**src/rtl/cpu_pkg.sv**
```systemverilog
// Shared CPU constants and the MEM-stage arbiter state encoding.
package cpu_pkg;

  localparam int unsigned ADDR_W = 32;
  localparam int unsigned DATA_W = 32;

  typedef enum logic [1:0] {
    IDLE = 2'd0,
    ACC1 = 2'd1,
    ACC2 = 2'd2,
    DONE = 2'd3
  } arb_state_e;

endpackage : cpu_pkg

```
**src/rtl/dual_mem_arbiter_if.sv**
```systemverilog
// Single data-memory port shared by both issue lanes.
interface dual_mem_arbiter_if #(
  parameter int unsigned ADDR_W = cpu_pkg::ADDR_W,
  parameter int unsigned DATA_W = cpu_pkg::DATA_W
);
  logic              mem_req;
  logic              mem_we;
  logic [ADDR_W-1:0] mem_addr;
  logic [DATA_W-1:0] mem_wdata;
  logic              mem_ready;
  logic [DATA_W-1:0] mem_rdata;

  modport master (
    output mem_req, mem_we, mem_addr, mem_wdata,
    input  mem_ready, mem_rdata
  );

  modport slave (
    input  mem_req, mem_we, mem_addr, mem_wdata,
    output mem_ready, mem_rdata
  );
endinterface : dual_mem_arbiter_if

```
**src/rtl/dual_mem_arbiter_sat_counter.sv**
```systemverilog
// Saturating up-counter with increment enable and synchronous reset.
module sat_counter #(
  parameter int unsigned W = 16
) (
  input  logic         clk,
  input  logic         reset,
  input  logic         i_inc,
  output logic [W-1:0] o_cnt
);

  logic [W-1:0] r_cnt;

  // Holds at all-ones instead of wrapping.
  always_ff @(posedge clk) begin
    if (reset) begin
      r_cnt <= '0;
    end else if (i_inc && (r_cnt != '1)) begin
      r_cnt <= r_cnt + W'(1);
    end
  end

  assign o_cnt = r_cnt;

endmodule : sat_counter

```
**src/rtl/dual_mem_arbiter.sv**
```systemverilog
// Serializes the memory ops of a dual-issue bundle onto one data port,
// lane 1 before lane 2, stalling the front end until the bundle completes.
module dual_mem_arbiter
  import cpu_pkg::*;
#(
  parameter int unsigned ADDR_W = cpu_pkg::ADDR_W,
  parameter int unsigned DATA_W = cpu_pkg::DATA_W,
  parameter int unsigned CNT_W  = 16
) (
  input  logic                clk,
  input  logic                reset,
  input  logic                i_memread1,
  input  logic                i_memwrite1,
  input  logic [ADDR_W-1:0]   i_addr1,
  input  logic [DATA_W-1:0]   i_wdata1,
  input  logic                i_memread2,
  input  logic                i_memwrite2,
  input  logic [ADDR_W-1:0]   i_addr2,
  input  logic [DATA_W-1:0]   i_wdata2,
  dual_mem_arbiter_if.master  mem,
  output logic                o_stall,
  output logic                o_done,
  output logic [DATA_W-1:0]   o_rdata1,
  output logic [DATA_W-1:0]   o_rdata2,
  output logic [CNT_W-1:0]    o_conflict_cnt
);

  arb_state_e        r_state;
  arb_state_e        w_next;
  logic              w_act1;
  logic              w_act2;
  logic              w_stall;
  logic              w_done;
  logic              w_req;
  logic              w_we;
  logic [ADDR_W-1:0] w_addr;
  logic [DATA_W-1:0] w_wdata;
  logic              w_cap1;
  logic              w_cap2;
  logic              w_cnt_inc;
  logic [DATA_W-1:0] r_rdata1;
  logic [DATA_W-1:0] r_rdata2;

  assign w_act1 = i_memread1 | i_memwrite1;
  assign w_act2 = i_memread2 | i_memwrite2;

  always_ff @(posedge clk) begin
    if (reset) begin
      r_state <= IDLE;
    end else begin
      r_state <= w_next;
    end
  end

  // Next-state and port decode; lane fields are read live since stall holds EX/MEM.
  always_comb begin
    w_next    = r_state;
    w_stall   = 1'b0;
    w_done    = 1'b0;
    w_req     = 1'b0;
    w_we      = 1'b0;
    w_addr    = '0;
    w_wdata   = '0;
    w_cap1    = 1'b0;
    w_cap2    = 1'b0;
    w_cnt_inc = 1'b0;
    unique case (r_state)
      IDLE: begin
        if (w_act1 || w_act2) begin
          w_stall   = 1'b1;
          w_next    = w_act1 ? ACC1 : ACC2;
          w_cnt_inc = w_act1 & w_act2;
        end else begin
          w_done = 1'b1;
        end
      end
      ACC1: begin
        w_stall = 1'b1;
        w_req   = 1'b1;
        w_we    = i_memwrite1;
        w_addr  = i_addr1;
        w_wdata = i_wdata1;
        if (mem.mem_ready) begin
          w_cap1 = ~i_memwrite1;
          w_next = w_act2 ? ACC2 : DONE;
        end
      end
      ACC2: begin
        w_stall = 1'b1;
        w_req   = 1'b1;
        w_we    = i_memwrite2;
        w_addr  = i_addr2;
        w_wdata = i_wdata2;
        if (mem.mem_ready) begin
          w_cap2 = ~i_memwrite2;
          w_next = DONE;
        end
      end
      DONE: begin
        w_done = 1'b1;
        w_next = IDLE;
      end
      default: w_next = IDLE;
    endcase
  end

  // Reset outranks a same-cycle mem_ready, so an abandoned load never lands.
  always_ff @(posedge clk) begin
    if (reset) begin
      r_rdata1 <= '0;
      r_rdata2 <= '0;
    end else begin
      if (w_cap1) r_rdata1 <= mem.mem_rdata;
      if (w_cap2) r_rdata2 <= mem.mem_rdata;
    end
  end

  sat_counter #(
    .W (CNT_W)
  ) u_conflict_cnt (
    .clk   (clk),
    .reset (reset),
    .i_inc (w_cnt_inc),
    .o_cnt (o_conflict_cnt)
  );

  assign mem.mem_req   = w_req;
  assign mem.mem_we    = w_we;
  assign mem.mem_addr  = w_addr;
  assign mem.mem_wdata = w_wdata;
  assign o_stall       = w_stall;
  assign o_done        = w_done;
  assign o_rdata1      = r_rdata1;
  assign o_rdata2      = r_rdata2;

endmodule : dual_mem_arbiter

```
**src/flat_wrapper.sv**
```systemverilog
// flat-port wrapper written by rule: the top's interface ports become plain ports
module dual_mem_arbiter_flat import cpu_pkg::*;
#(
  parameter int unsigned ADDR_W = cpu_pkg::ADDR_W,
  parameter int unsigned DATA_W = cpu_pkg::DATA_W,
  parameter int unsigned CNT_W  = 16
)
  (clk, reset, i_memread1, i_memwrite1, i_addr1, i_wdata1, i_memread2, i_memwrite2, i_addr2, i_wdata2, o_stall, o_done, o_rdata1, o_rdata2, o_conflict_cnt, mem_mem_req, mem_mem_we, mem_mem_addr, mem_mem_wdata, mem_mem_ready, mem_mem_rdata);
  dual_mem_arbiter_if #(.ADDR_W(ADDR_W), .DATA_W(DATA_W)) mem_i ();
  input  logic clk;
  input  logic reset;
  input  logic i_memread1;
  input  logic i_memwrite1;
  input  logic [ADDR_W-1:0] i_addr1;
  input  logic [DATA_W-1:0] i_wdata1;
  input  logic i_memread2;
  input  logic i_memwrite2;
  input  logic [ADDR_W-1:0] i_addr2;
  input  logic [DATA_W-1:0] i_wdata2;
  output logic o_stall;
  output logic o_done;
  output logic [DATA_W-1:0] o_rdata1;
  output logic [DATA_W-1:0] o_rdata2;
  output logic [CNT_W-1:0] o_conflict_cnt;
  output wire logic [$bits(mem_i.mem_req)-1:0] mem_mem_req;
  output wire logic [$bits(mem_i.mem_we)-1:0] mem_mem_we;
  output wire logic [$bits(mem_i.mem_addr)-1:0] mem_mem_addr;
  output wire logic [$bits(mem_i.mem_wdata)-1:0] mem_mem_wdata;
  input wire logic [$bits(mem_i.mem_ready)-1:0] mem_mem_ready;
  input wire logic [$bits(mem_i.mem_rdata)-1:0] mem_mem_rdata;
  assign mem_mem_req = mem_i.mem_req;
  assign mem_mem_we = mem_i.mem_we;
  assign mem_mem_addr = mem_i.mem_addr;
  assign mem_mem_wdata = mem_i.mem_wdata;
  assign mem_i.mem_ready = mem_mem_ready;
  assign mem_i.mem_rdata = mem_mem_rdata;
  dual_mem_arbiter #(.ADDR_W(ADDR_W), .DATA_W(DATA_W), .CNT_W(CNT_W)) u_core (.clk(clk), .reset(reset), .i_memread1(i_memread1), .i_memwrite1(i_memwrite1), .i_addr1(i_addr1), .i_wdata1(i_wdata1), .i_memread2(i_memread2), .i_memwrite2(i_memwrite2), .i_addr2(i_addr2), .i_wdata2(i_wdata2), .mem(mem_i), .o_stall(o_stall), .o_done(o_done), .o_rdata1(o_rdata1), .o_rdata2(o_rdata2), .o_conflict_cnt(o_conflict_cnt));
endmodule
```
**config.mk**
```make
export PLATFORM = sky130hd
export DESIGN_NAME = dual_mem_arbiter_flat
export DESIGN_NICKNAME = d
export VERILOG_FILES = /design/src/rtl/cpu_pkg.sv /design/src/rtl/dual_mem_arbiter_if.sv /design/src/rtl/dual_mem_arbiter_sat_counter.sv /design/src/rtl/dual_mem_arbiter.sv /design/src/flat_wrapper.sv
export SDC_FILE = /design/constraint.sdc
export NUM_CORES = 1
export LEC_CHECK = 0
export BUFFER_PORTS_ARGS = -buffer_cell sky130_fd_sc_hd__buf_2
export CORE_AREA = 2 2 121 123
export CTS_BUF_LIST = sky130_fd_sc_hd__clkbuf_4 sky130_fd_sc_hd__clkbuf_8
export DETAILED_ROUTE_END_ITERATION = 6
export DIE_AREA = 0 0 123 125
export PLACE_DENSITY_LB_ADDON = 0.15
export SLEW_MARGIN = 20
export SYNTH_ARGS = -nofsm -noshare
export SYNTH_HDL_FRONTEND = slang
export SYNTH_SLANG_ARGS = --single-unit
```
**constraint.sdc**
```tcl
create_clock -name clk -period 3.1 [get_ports clk]
set_input_delay 0.155 -clock clk [delete_from_list [all_inputs] [get_ports clk]]
set_output_delay 0.155 -clock clk [all_outputs]
set_load 0.01 [all_outputs]
```
==> results of run 1 <==
logic make-up after synthesis:
logic type,Yosys count
and+or+nand+nor,255
adders and majority gates,8
DFF,82
muxes,3
AOI/OAI and AO/OA,161
buffers and inverters,53
metal layers:
layer | vias to the layer above | GRT usage | part of all wire | routed length [µm]
li1 | 2523 | - | - | -
met5 | - | 0 | 0 | 0
met1 | 2291 | 0.268 | 0.43 | 7060
met2 | 211 | 0.323 | 0.46 | 7680
met4 | 0 | 0.0742 | 0.027 | 440
met3 | 25 | 0.0570 | 0.085 | 1400
worst min-delay path, stage by stage:
cell                      delay, ns
sky130_fd_sc_hd__buf_2         0.11
sky130_fd_sc_hd__nand2_1       0.05
sky130_fd_sc_hd__a21oi_1       0.05
metrics by stage:
step	worst slack [ns]	hold slack [ns]	area, µm²	cells
finish	0.549	0.0214	6000	1035
global route	0.374	0.00115	6000	1035
CTS	0.547	0.000833	6000	1035
detailed placement	0.810	0.413	5800	1019
global placement	0.813	0.411	5800	1019
floorplan	1.09	0.288	4110	562
registers in the layout, summed over array words and instances (netlist names):
| register | cells |
|---|---|
| u_core.o_rdata1 | 32 |
| u_core.o_rdata2 | 32 |
| u_core.r_state | 2 |
| u_core.u_conflict_cnt.o_cnt | 16 |
Yosys cell counts, types with 3 or more instances:
library cell and number:
sky130_fd_sc_hd__nand2_1 135, sky130_fd_sc_hd__nand4_1 4, sky130_fd_sc_hd__nor2_1 76, sky130_fd_sc_hd__dfxtp_1 82, sky130_fd_sc_hd__buf_6 3, sky130_fd_sc_hd__a22oi_1 65, sky130_fd_sc_hd__a21oi_1 79, sky130_fd_sc_hd__o31ai_1 7
sky130_fd_sc_hd__clkbuf_1 33, sky130_fd_sc_hd__or3_1 4, sky130_fd_sc_hd__or4_1 5, sky130_fd_sc_hd__buf_1 10, sky130_fd_sc_hd__ha_1 8, sky130_fd_sc_hd__nand3_1 4, sky130_fd_sc_hd__nor3_1 7, sky130_fd_sc_hd__inv_1 4
sky130_fd_sc_hd__o21ai_0 4
final cells by class:
cell class | instances | area share
multi-input cells | 427 | 0.373
inverters | 4 | 0.00250
well taps | 184 | 0.0383
repair buffers | 322 | 0.278
clock buffers | 11 | 0.0242
clock inverters | 5 | 0.0104
flip-flops and latches | 82 | 0.273
path summary, 6_finish.rpt:
check | start | to | slack, ns
worst max-delay path | u_core.r_state[0] | mem_mem_addr[0] | 0.55
worst min-delay path | mem_mem_rdata[18] | u_core.o_rdata1[18] | 0.02
worst max register to register | u_core.r_state[0] | u_core.u_conflict_cnt.o_cnt[15] | 0.76
worst min register to register | u_core.o_rdata2[19] | u_core.o_rdata2[19] | 0.45
power by group through the flow:
stage / sequential, mW / clock (mW) / combinational [mW]
2_1_floorplan: 1.22 / 0 / 1.08
3_3_place_gp: 1.20 / 0 / 1.84
3_5_place_dp: 1.20 / 0 / 1.83
4_1_cts: 1.17 / 0.854 / 1.83
5_1_grt: 1.18 / 0.904 / 2.00
6_report: 1.17 / 0.827 / 1.82
==> results, run 1 <==
- The flow ran to the end, and the final reports show no timing, DRC or antenna violations.
- The largest area contributor in the netlist is sky130_fd_sc_hd__dfxtp_1.
- The I/O pin count is 315.
- Once detailed placement completed, the half-perimeter wirelength came to 12,500 µm.
- In this run the tightest slew margin relative to its limit is 0.474.
- Setup repair after global routing left no endpoint under its margin.
- The cell-internal power is 2.20 mW.
- For this run, the register share of the synthesized area comes to 0.399.
- Setup violations remaining at the end of the flow were counted as 0.
- The number of levels the H-tree was split into is 3.
- The total track usage is 0.205.
- The maximum net fanout on the critical path is 37.
- Measured against the total synthesized area, the mux share comes to 0.00791.
- The largest voltage drop on the vdd net is 0.490 mV.
- The critical path runs through a total of 6 cells.
- The routed via count divided by cell count is just under 5.
- For this design the total switching power over the nets is 1.61 mW.
- The area of the mapped netlist is 4110 µm².
- The row count is between 40 and 50.
- The number of antenna violations at the first check in global routing was 0.
- The share of total power dissipated in sequential elements is 0.308.
- The combined area of the multi-input logic cells is 2240 µm².
- Wires add up to 16,600 µm.
- The synthesis-to-finish area growth is 46.0%.
- The wire length of the first global-routing pass is 24,500 µm.
- The most used flip-flop cell after synthesis is sky130_fd_sc_hd__dfxtp_1.
- A synthesized cell averages 7.32 µm².
- By area, the combinational part of the netlist is dominated by simple AND/OR/NAND/NOR gates.
- The sink count of the clock tree is 82.
- The final hold violation count is 0.
- The core footprint is approximately 14,000 µm².
- The clock tree from TritonCTS is done.
- The number of fill cells in the layout is 1,571.
- The critical path is of the reg2out type.
- STA classifies the critical path endpoint as an output port.
- The number of enable-type register cells in the synthesized netlist is 0.
- The share of power burned in combinational logic is 0.476.
- After clock tree synthesis, the setup repair step added 0 buffers.
- The number of max-slew violations in the final report came to 0.
- The first detailed-routing pass took 4 iterations.
- Dividing the detail-routed wire length by the instance count gives 16.0 µm.
- In this run the power density over the cells is around 640 nW/µm².
- The fraction of the mapped netlist area in compound gates is 0.245.
- The height of the die is 125 µm.
- The tool flagged a number of max-cap violations equal to 0.
- Timing would allow up to around 0.39 GHz.
- The count of nets after finishing is 1,021.
- After clock tree synthesis, the clock-pin slew on the worst setup and hold paths is 0.09 ns.
- The first routing iteration left 377 violations.
- The number of buffers added on ports is 314.
- The path class of the tightest hold or removal check is in2reg.
- The area share of the largest cell type after synthesis is 0.399.
- Yosys printed 0 warnings.
- For the worst flop-to-flop path, the logic depth is 6.
- The via count of the first global-routing pass is about 4.5k.
- The number of synthesized register bits is 82.
- Dividing the final minimum period by the clock period gives 0.823.
- The final critical path time including I/O delays and setup is roughly 2.6 ns.
- For this design the static power due to leakage is about 2.8 nW.
- The count of instances resized after the clock tree is built is 0.
- After clock tree synthesis, the flow added hold-fix buffers numbering 0.
- For this configuration, the core starts out at a cell density of 0.290.
- The async set-or-reset flop fraction in the synthesized netlist is 0.
- After synthesis, the cell types taking the most area are sky130_fd_sc_hd__dfxtp_1, sky130_fd_sc_hd__nand2_1, sky130_fd_sc_hd__a22oi_1, sky130_fd_sc_hd__a21oi_1, sky130_fd_sc_hd__nor2_1.
- Leaving out fill and tap cells, the most frequent cells in the layout are sky130_fd_sc_hd__buf_2, sky130_fd_sc_hd__nand2_1, sky130_fd_sc_hd__dfxtp_1.
- Measured on the finished design, the core utilization comes to 0.423.
- For the pin with the worst max-slew slack, the measured transition is 0.788 ns.
- The signal on the critical path passes through inv_1, ha_2, buf_4, a22oi_1, nor2_1, buf_2.
- The total power draw is 3.82 mW.
- The number of clock buffers inserted by TritonCTS is 9.
- The setup skew after layout is between 0.01 and 0.015 ns.
- The number of nets still failing antenna checks after routing is 0.
- The delay contributed by the slowest stage of the critical path is between 0.6 and 0.7 ns.
- The area share of fa/ha/maj cells after synthesis is 0.0243.
- Of the total power, the share spent switching nets is 0.423.
- The most common cell after layout, fill and taps aside is sky130_fd_sc_hd__buf_2.
- At the later pin of the worst-skew pair, clock insertion delay measures 0.37 ns.
- The critical path contains buffers and inverters numbering 3 combined.
- The cell count after synthesis is 562.
- After global routing the overflow that remains totals 0.
- No sink is reached through more buffers than the 2 on the longest clock path.
- Of the cells placed in the final design, the portion with a size suffix greater than 1 is 0.414.
- Of the total synthesized cell area, the portion taken by XOR and XNOR cells is 0.
- The die covers 15,400 µm².
- For this design, the slowest cell found on the critical path is sky130_fd_sc_hd__ha_2.
- The post-synthesis cell type count is 42.
- The cell sitting at the root of the clock tree is a sky130_fd_sc_hd__clkbuf_8.
- The post-synthesis simple-gate area fraction is 0.266.
- At the worst endpoint, the required time is 2.94 ns.
- Entering global routing, the biggest net connects 63 pins.
- The worst setup path is launched from a flip-flop.
- The number of nets handed over by synthesis was 737.
- The number of diodes is 0.
- Across all layers, the routed design uses 5,050 vias.
- The die boundary width is 123 µm.
- After detailed routing, the number of remaining DRC violations is 0.
- The cell family with the largest share of critical-path delay is buffers and inverters.
- The cell depth of the worst min-delay path is 3.
- For the worst setup path, the data arrival time is approximately 2.4 ns.
- Routability-driven placement finished with a final weighted congestion of 0.890.
- The portion of total power attributed to the clock network is 0.217.
- The register area is roughly 1600 µm².
- Setup total negative slack on the finished layout was measured at 0 ns.
(Power assumes the default switching activity.)
==> inputs of run 2 (changes only) <==
- CORE_AREA: 2 2 121 123 -> 2 2 122 124
- DIE_AREA: 0 0 123 125 -> 0 0 124 126
- clock period: 3.1 -> 2.1 ns (I/O delays scaled with it)
==> run 2 against run 1 <==
Effect of this change:
- first-iteration DRC count grew 1.3%
- power grew 58%
- utilization grew 3.0 points
- clock skew shrank 0.00066 ns
- register-to-register slack lost 0.61 ns
- highest routed layer unchanged
- design area grew 7.8%
- count of clock-buffer cells in the layout is the same
- worst hold slack gained 0.14 ns
- via count grew 1.9%
- sequential cell count is the same
==> results, run 2 (synthesized netlist as in run 1, its figures left out) <==
- The tree is rooted in a sky130_fd_sc_hd__clkbuf_8.
- The fraction of the core area covered by cells at the end of the flow was 0.452 (+0.0295).
- The kind of start point of the critical path is a flip-flop.
- The final weighted congestion in routability-driven placement is 0.912 (+2.5%).
- The total power per unit cell area came to 930 nW/µm² (+46%).
- The routed via count divided by cell count is 4.77 (-2.3%).
- The largest net degree at the start of global routing was 65 (+3.2%).
- The area of placed instances is 5900 µm² (+1.8%).
- The sink count of the clock tree is 82 (unchanged).
- The setup skew after layout is 0.0107 ns (-0.000657 ns).
- The type of element capturing the critical path is a flip-flop.
- The most critical setup path has its endpoint at u_core.u_conflict_cnt.o_cnt[14].
- The number of nets still failing antenna checks after routing was 0 (unchanged).
- The number of levels the H-tree was split into is 3 (unchanged).
- Traced cell by cell, the critical path runs through inv_1, ha_1, o221ai_2, or3_1, nor4b_2, mux2_2.
- The wire length of the first global-routing pass is 25,300 µm (+3.1%).
- The via count of the first global-routing pass is 4,740 (+4.6%).
- Setup repair after global routing left no endpoint under its margin.
- The later-pin clock latency in the skew report is 0.36 ns (about the same).
- Leaving out fill and tap cells, the most frequent cell in the layout is sky130_fd_sc_hd__buf_2.
- The number of iterations in the first detailed-routing pass is 4 (unchanged).
- Of the available clock period, the critical path in the final layout requires 0.927.
- In this run the worst hold path is classified as in2reg.
- The number of antenna violations at the first check in global routing came to 0 (unchanged).
- Among all stages on the critical path, the largest delay is contributed by sky130_fd_sc_hd__or3_1.
- The initial core utilization is 0.287 (-0.00223).
- The routed wire length is 17,000 µm (+2.2%).
- The row count is 44 (unchanged).
- The cell area after layout came to 6470 µm² (+7.8%).
- The total die area is 15,600 µm² (+1.6%).
- The largest voltage drop on the vdd net came to 0.433 mV (-12%).
- The number of buffers added on ports came to 314 (unchanged).
- The final worst slack came to 0.154 ns (-0.395 ns).
- Compared with the post-synthesis result, the final layout area differs by 57.4%.
- The number of cell instances on the worst register-to-register path is 6 (unchanged).
- The maximum net fanout on the critical path is 5 (-86%).
- The most critical setup path has its startpoint at u_core.r_state[0].
- The max-capacitance violation count came to 0 (unchanged).
- The leakage power figure is 3.03 nW (+7.8%).
- The count of vias placed by the detailed router is 5,147 (+1.9%).
- The final count of negative-setup-slack endpoints is 0 (unchanged).
- The delay contributed by the slowest stage of the critical path is 0.44 ns (-0.20 ns).
- The height of the die is 126 µm (+0.80%).
- The cell depth of the worst min-delay path is 4 (+1).
- The routed design could run at a clock period as short as 1.95 ns.
- The remaining global-route overflow is 0 (unchanged).
- The critical path start-end classification is reg2reg.
- The transition at the pin with the smallest max-transition slack came to 0.727 ns (-0.0619 ns).
- The violation count after the first detailed-routing iteration is 382 (+1.3%).
- The arrival time of the worst setup path was 2.20 ns (-0.20 ns).
- In this run the critical register-to-register path is launched from u_core.r_state[0].
- The count of unresolved DRC violations after routing came to 0 (unchanged).
- The fraction of layout instances using a drive strength above 1 was 0.409 (-0.00469).
- The I/O pin count is 315 (unchanged).
- The post-CTS clock slew at the launch and capture registers of the worst setup and hold paths came to 0.09 ns (about the same).
- The sum of negative setup slack is 0 ns (unchanged).
- The count of nets after finishing is 1,065 (+4.3%).
- The relative max-transition margin was 0.516 (+0.0412).
- The final hold violation count is 0 (unchanged).
- The setup slack on the worst flop-to-flop path is 0.15 ns (-0.61 ns).
- The total track usage is 0.207 (+0.00200).
- The die boundary width was 124 µm (+0.81%).
- The critical path data required time is 2.36 ns (-0.58 ns).
- The worst setup timing slack at the placement stage is 0.117 ns (-0.693 ns).
- The flow ran to the end, and the final reports show no timing, DRC or antenna violations.
- The post-detailed-placement half-perimeter wirelength is 12,500 µm (+0.37%).
- The fmax is 0.514 GHz.
- The number of max-slew violations in the final report was 0 (unchanged).
- The core footprint is 14,300 µm² (+0.78%).
- The worst-case clock buffer depth is 2 (unchanged).
- The destination of the worst register-to-register timing path is u_core.u_conflict_cnt.o_cnt[14].
- In the layout the commonest cells are sky130_fd_sc_hd__buf_2, sky130_fd_sc_hd__nand2_1, sky130_fd_sc_hd__dfxtp_1.
- The clock tree from TritonCTS is done.
- The routed wire length per instance is 15.7 µm (-2.0%).
- The number of clock buffers inserted by TritonCTS came to 9 (unchanged).
[run 2: per-layer routing]
metal,global-route usage,up-vias,part of all wire
li1,-,2612,-
met1,0.266,2302,0.44
met2,0.338,211,0.46
met3,0.0516,22,0.074
met4,0.0714,0,0.023
met5,0,-,0
[run 2: critical path: cells and delay by family (launching register included)]
kind	cells	cell delay, ns
compound gates	1	0.13
fa+ha+maj	1	0.20
buf+inv	1	0.11
flops	1	0.32
mux	1	0.35
simple gates	2	0.73
[run 2: what timing repair did]
item	in CTS	in global routing
gates resized for setup	0	4
endpoints found under the hold margin	64	0
hold buffers	32	0
buffers inserted	0	0
endpoints found under the setup margin	0	52
[run 2: cell type report]
cell class              count  area, µm²
multi-input cells         427       2250
inverters                   4       17.5
clock buffers              11        151
clock inverters             5       86.3
diodes                      1       2.50
well taps                 184        230
repair buffers            366       2090
flip-flops and latches     82       1640
fillers                  1523       7840
[run 2: power by group]
part,switching [mW],internal [mW],leakage (nW)
combinational,1.77,1.18,2.25
sequential,0.0543,1.66,0.663
clock,0.619,0.741,0.120
[run 2: through the flow]
| stage | power (mW) | hold slack, ns | std cells |
|---|---|---|---|
| floorplan | 3.40 | 0.238 | 562 |
| global placement | 4.65 | 0.361 | 1031 |
| detailed placement | 4.64 | 0.363 | 1031 |
| CTS | 6.06 | 0.130 | 1079 |
| global route | 6.43 | 0.175 | 1079 |
| finish | 6.02 | 0.157 | 1080 |
[run 2: worst min-delay path by stage]
stage / startpoint / to / slack, ns
finish: mem_mem_ready / u_core.r_state[0] / 0.16
global route: mem_mem_ready / u_core.r_state[0] / 0.18
CTS: mem_mem_ready / u_core.r_state[0] / 0.13
detailed placement: mem_mem_rdata[2] / u_core.o_rdata1[2] / 0.36
global placement: mem_mem_rdata[7] / u_core.o_rdata2[7] / 0.36
floorplan: mem_mem_rdata[31] / u_core.o_rdata1[31] / 0.24
